**src/rtl/network_source_sparse.sv**
```systemverilog
`default_nettype none
// +--------------------------------------------------------------------+
// | network_source_sparse: SPIKE packets build a charge frame, and a    |
// | COMMIT packet replays it to the network for N run cycles. Rev 1.0   |
// +--------------------------------------------------------------------+
module network_source_sparse #(
  parameter int PKT_WIDTH    = 24,
  parameter int NUM_INP      = 8,
  parameter int CHARGE_WIDTH = 8,
  parameter int RUN_WIDTH    = 8
) (
  input  logic                           clk,
  input  logic                           arstn,
  input  logic                           src_valid,
  output logic                           src_ready,
  input  logic [PKT_WIDTH-1:0]           src,
  input  logic                           net_ready,
  output logic                           net_run,
  output logic                           net_sync,
  output logic                           net_clear,
  output logic signed [CHARGE_WIDTH-1:0] net_inp [0:NUM_INP-1],
  output logic                           idx_err
);
  localparam int IDX_WIDTH = (NUM_INP > 2) ? $clog2(NUM_INP) : 1;

  typedef enum logic [0:0] {ACCUM = 1'b0, FIRE = 1'b1} state_t;

  state_t                         state_q, state_d;
  logic signed [CHARGE_WIDTH-1:0] acc_q [NUM_INP];
  logic signed [CHARGE_WIDTH-1:0] acc_d [NUM_INP];
  logic [RUN_WIDTH-1:0]           remaining_q, remaining_d;
  logic                           sync_q, sync_d;
  logic                           clear_q, clear_d;
  logic                           first_q, first_d;
  logic                           idx_err_q, idx_err_d;

  logic                           w_opcode;
  logic [IDX_WIDTH-1:0]           w_idx;
  logic signed [CHARGE_WIDTH-1:0] w_charge;
  logic [RUN_WIDTH-1:0]           w_run;
  logic                           w_idx_ok;
  logic                           unused_src;

  assign w_opcode   = src[PKT_WIDTH-1];
  assign w_idx      = src[PKT_WIDTH-2 -: IDX_WIDTH];
  assign w_charge   = src[PKT_WIDTH-2-IDX_WIDTH -: CHARGE_WIDTH];
  assign w_run      = src[RUN_WIDTH-1:0];
  assign w_idx_ok   = (int'(w_idx) < NUM_INP);
  assign unused_src = ^src;

  // One extra bit of headroom; disagreeing top bits mean overflow.
  function automatic logic signed [CHARGE_WIDTH-1:0] sat_add(
    input logic signed [CHARGE_WIDTH-1:0] a,
    input logic signed [CHARGE_WIDTH-1:0] b
  );
    logic [CHARGE_WIDTH:0] s;
    s = {a[CHARGE_WIDTH-1], a} + {b[CHARGE_WIDTH-1], b};
    if (s[CHARGE_WIDTH] != s[CHARGE_WIDTH-1])
      sat_add = s[CHARGE_WIDTH] ? {1'b1, {(CHARGE_WIDTH-1){1'b0}}}
                                : {1'b0, {(CHARGE_WIDTH-1){1'b1}}};
    else
      sat_add = s[CHARGE_WIDTH-1:0];
  endfunction

  always_comb begin
    state_d     = state_q;
    acc_d       = acc_q;
    remaining_d = remaining_q;
    sync_d      = sync_q;
    clear_d     = clear_q;
    first_d     = first_q;
    idx_err_d   = idx_err_q;
    case (state_q)
      ACCUM: begin
        if (src_valid) begin
          if (!w_opcode) begin
            if (!w_idx_ok) idx_err_d = 1'b1;
            for (int i = 0; i < NUM_INP; i++)
              if (w_idx_ok && w_idx == IDX_WIDTH'(i))
                acc_d[i] = sat_add(acc_q[i], w_charge);
          end else begin
            sync_d      = src[PKT_WIDTH-2];
            clear_d     = src[PKT_WIDTH-3];
            remaining_d = (w_run == '0) ? RUN_WIDTH'(1) : w_run;
            first_d     = 1'b1;
            state_d     = FIRE;
          end
        end
      end
      FIRE: begin
        if (net_ready) begin
          if (first_q)
            for (int i = 0; i < NUM_INP; i++) acc_d[i] = '0;
          first_d     = 1'b0;
          remaining_d = remaining_q - RUN_WIDTH'(1);
          if (remaining_q == RUN_WIDTH'(1)) begin
            state_d = ACCUM;
            sync_d  = 1'b0;
            clear_d = 1'b0;
          end
        end
      end
      default: state_d = ACCUM;
    endcase
  end

  always_ff @(posedge clk or negedge arstn) begin
    if (!arstn) begin
      state_q     <= ACCUM;
      for (int i = 0; i < NUM_INP; i++) acc_q[i] <= '0;
      remaining_q <= '0;
      sync_q      <= 1'b0;
      clear_q     <= 1'b0;
      first_q     <= 1'b0;
      idx_err_q   <= 1'b0;
    end else begin
      state_q     <= state_d;
      acc_q       <= acc_d;
      remaining_q <= remaining_d;
      sync_q      <= sync_d;
      clear_q     <= clear_d;
      first_q     <= first_d;
      idx_err_q   <= idx_err_d;
    end
  end

  assign src_ready = (state_q == ACCUM);
  assign net_run   = (state_q == FIRE);
  assign net_sync  = (state_q == FIRE) && (remaining_q == RUN_WIDTH'(1)) && sync_q;
  assign net_clear = (state_q == FIRE) && first_q && clear_q;
  assign idx_err   = idx_err_q;

  generate
    for (genvar g = 0; g < NUM_INP; g++) begin : g_inp
      assign net_inp[g] = ((state_q == FIRE) && first_q) ? acc_q[g] : '0;
    end
  endgenerate
endmodule
`default_nettype wire

```
**config.mk**
```make
export PLATFORM = sky130hd
export DESIGN_NAME = network_source_sparse
export DESIGN_NICKNAME = d
export VERILOG_FILES = /design/src/rtl/network_source_sparse.sv
export SDC_FILE = /design/constraint.sdc
export NUM_CORES = 1
export LEC_CHECK = 0
export CAP_MARGIN = 10
export CORE_ASPECT_RATIO = 2
export CORE_MARGIN = 5
export CORE_UTILIZATION = 25
export CTS_BUF_LIST = sky130_fd_sc_hd__clkbuf_4 sky130_fd_sc_hd__clkbuf_8
export DETAILED_ROUTE_END_ITERATION = 7
export DONT_BUFFER_PORTS = 1
export HOLD_SLACK_MARGIN = 0.15
export MAX_ROUTING_LAYER = met4
export PLACE_DENSITY = 0.44
export SYNTH_ARGS = -nofsm -noshare
export SYNTH_HDL_FRONTEND = slang
export SYNTH_SLANG_ARGS = --single-unit
```
**constraint.sdc**
```tcl
create_clock -name clk -period 3 [get_ports clk]
set_clock_uncertainty 0.2 [all_clocks]
set_input_delay 0.9 -clock clk [delete_from_list [all_inputs] [get_ports clk]]
set_output_delay 0.9 -clock clk [all_outputs]
set_load 0.02 [all_outputs]
```
==> results of run 1 <==
==> state kept, by name, indices dropped and copies added, names as in the netlist <==
register     flops
acc_q           64
clear_q          1
first_q          1
net_run          1
remaining_q      8
sync_q           1
==> cell type report <==
class / count / area, um^2 / share of cell area [%]
Antenna cell: 1 / 2.502 / 0.02918
Clock buffer: 12 / 158.9 / 1.853
Clock inverter: 4 / 47.55 / 0.5544
Inverter: 25 / 93.84 / 1.094
Multi-Input combinational cell: 634 / 4855 / 56.61
Sequential cell: 76 / 1904 / 22.21
Tap cell: 344 / 430.4 / 5.019
Timing Repair Buffer: 134 / 1084 / 12.63
==> cell usage in the layout, fill, tap and decap left out, types with 4 or more instances in the layout <==
cell type and instances:
buf_4 127, nand2_1 114, dfrtp_1 74, ha_1 70, and3_1 66, a21oi_1 43
xnor2_1 28, nor2_1 27, o311ai_1 26, inv_1 24, a21o_1 23, o21ai_0 23
nand3_1 22, xor2_1 19, o21ai_1 17, a21oi_2 13, clkbuf_8 11, mux2i_1 10
o22ai_1 9, ha_4 9, o211ai_1 7, nor3b_1 7, fa_2 7, nand2b_1 6
o31ai_1 6, nor3_1 6, a22o_1 6, nor3b_2 5, nor2b_1 4, o311ai_0 4
nor3_2 4, buf_12 4
==> per-layer routing <==
layer  vias to the layer above  global-route usage [%]  wire [um]
li1                       3040                       -          -
met5                         -                       -          0
met1                      2956                   14.91       8192
met3                        26                   3.035        823
met4                         0                   6.119        542
met2                        90                   30.98      13150
==> repair_timing <==
action                     in CTS  in global routing
setup endpoints to repair      14                 21
resized for setup               3                 21
pin swaps                       0                 21
hold endpoints to repair       76                  0
hold buffers                    1                  0
buffers inserted                0                  4
==> how the worst max path moves through the flow <==
stage                        from         to  depth (start not counted)
after floorplan           src[12]  acc_q[18]                         11
after global placement    src[13]  acc_q[21]                         11
after detailed placement  src[13]  acc_q[29]                         14
after CTS                 src[13]  acc_q[18]                         11
after global routing      src[12]  acc_q[22]                          9
final                     src[12]  acc_q[18]                         10
==> kinds of logic (layout without fill, tap and decap cells) <==
group,count (synthesis),count (layout),synth area share (%)
adders and majority gates,88,88,17.64
AOI/OAI and AO/OA,203,203,20.68
muxes,10,10,1.521
and+or+nand+nor,284,284,21.54
xor gates and xnor gates,48,48,6.387
other,1,2,0.05697
DFF,76,76,28.89
buffers and inverters,54,175,3.288
==> stage by stage <==
step           instance area (um^2)  util, %
2_1_floorplan                  6939        -
4_1_cts                        8467    32.35
6_report                       8576    32.77
3_5_place_dp                   8223    31.42
3_3_place_gp                   8223    31.42
5_1_grt                        8576    32.77
==> report_power, final <==
group	total [uW]	internal [uW]	switching (uW)
clock	892	437	455
combinational	5500	2650	2850
sequential	1760	1370	385
total	8150	4460	3690
==> summary.md, run 1 <==
| Metric | Value |
|---|---|
| CTS Buf Count | `9` |
| Initial DRC count | `between 150 and 200` |
| Worst r2r src | `acc_q[16]` |
| Mapped Cells | `around 760` |
| Initial antenna violation count | `1` |
| Post-synth top flop | `dfrtp_1` |
| WP data arrival | `3.15 ns` |
| Final worst-path cycle share | `100.7%` |
| EDFF count, synth | `0` |
| Root buf cell | `clkbuf_8` |
| Final WS setup | `-0.01979 ns` |
| GRT Total Usage | `between 10% and 20%` |
| Crit path launch type | `input port` |
| Relative slew margins | `about 43%` |
| Max Slew Vio Count | `0` |
| CP max-delay cell | `or3b_4` |
| Most numerous cell in the Yosys netlist | `nand2_1` |
| Post-Syn Area per Cell | `roughly 8.6 um^2` |
| Layout area overhead | `30.28%` |
| Critical-path cell list | `ha_4 > fa_2 > a21o_1 > a21o_4 > a2111oi_4 > or2_4 > ha_4 > or3b_4 > o21a_1 > o21ai_1` |
| Max-Cap Viols | `0` |
| Die ar. | `between 0.02 and 0.03 mm^2` |
| R2r worst-path depth | `10` |
| Min Hold Slack | `around 0.2 ns` |
| CTS tree | `yes` |
| Clock latency at the later pin of the worst-skew pair | `about 0.4 ns` |
| Worst Setup Path Type | `input port to flip-flop` |
| Reg2Reg Capture Point | `acc_q[18]` |
| Vias in the first global route | `between 6k and 7k` |
| Placed instance count | `around 1.2k` |
| Seq/Total Area, Yosys | `between 20% and 30%` |
| Placer's final routability congestion estimate | `0.8425` |
| IO Port Bufs | `0` |
| Die Span X | `around 120 um` |
| Share of layout cells above drive strength 1 | `25.08%` |
| Buffers & Inverters on Critical Path | `0` |
| Async S/R FF share, synth | `100.0%` |
| CTS Buffer Depth | `2` |
| YS warnings | `0` |
| Nets@finish | `996` |
| # IOs | `between 90 and 100` |
| Fin crit period | `between 3 and 4 ns` |
| Worst vdd ir | `slightly below 0.3 mV` |
| Largest net degree at the start of global routing | `just under 80` |
| Clk slew on worst S/H paths | `~0.090 ns` |
| Wire per inst | `18.46 um` |
| Drt via density | `roughly 5.0` |
| Synthesized Nets | `880` |
| Initial Utilization | `about 25%` |
| Vias | `just over 6k` |
| Antenna viol nets, final | `0` |
| Fmax | `between 300 and 400 MHz` |
| Final setup viols | `4` |
| Final hold violations | `0` |
| Sink Count | `76` |
| Power Total | `between 8000 and 9000 uW` |
| Type of the worst min-delay path | `input port to asynchronous set/reset pin` |
| Main area contributors after synthesis | `dfrtp_1 (29%), ha_1 (15%), nand2_1 (6.6%), and3_1 (6.3%), a21oi_1 (4.3%)` |
| First drt pass iteration count | `4` |
| Routed wire length | `about 23000 um` |
| Slew @ Worst Pin | `0.8441 ns` |
| First-pass GRT wire length | `between 30000 and 40000 um` |
| CP Capture Type | `flip-flop` |
| GR Overflow Total | `0` |
| Synth cell count leaders | `nand2_1 (116), ha_1 (80), dfrtp_1 (76)` |
| Failing checks | `negative setup slack` |
| DRC | `0` |
| Synth Register Bits | `76` |
| Yosys cell types | `55` |
| DP Worst Slack | `-0.5505 ns` |
| CP dominant cell by count | `ha_4` |
| R2r setup slk | `0.06 ns` |
| H-tree depth | `3` |
| Setup tns final | `-0.04886 ns` |
| Post-synthesis cell area | `around 0.0066 mm^2` |
| Slowest stage delay, CP | `0.43 ns` |
| Static leakage | `0.004250 uW` |
| Share of the synthesized area in the top cell type | `between 20 and 30%` |
| Hpwl dp | `roughly 17000 um` |
| CORE AREA | `0.02617 mm^2` |
| Row count | `84` |
| Status | `finished, violations left` |
| CP top delay family | `compound AO/OA/AOI/OAI gates` |
| Fill cells | `roughly 2.7k` |
| Die height | `~240 um` |
| CP max FO | `8` |
| Power density cells | `~950 mW/mm^2` |
| RSZ-0062 raised after global routing | `true` |
| Synth area leader | `dfrtp_1` |
| Post-route insts no fill | `approximately 1.2k` |
| Req. time, crit path | `3.13 ns` |
Note: power is estimated with default switching activity, not from simulation.
==> run 2, diff against run 1 <==
- CAP_MARGIN: 10 -> 20
- SLEW_MARGIN: default -> 20
==> results of run 2 <==
Final layout, timing and power as in run 1 (identical DEF).
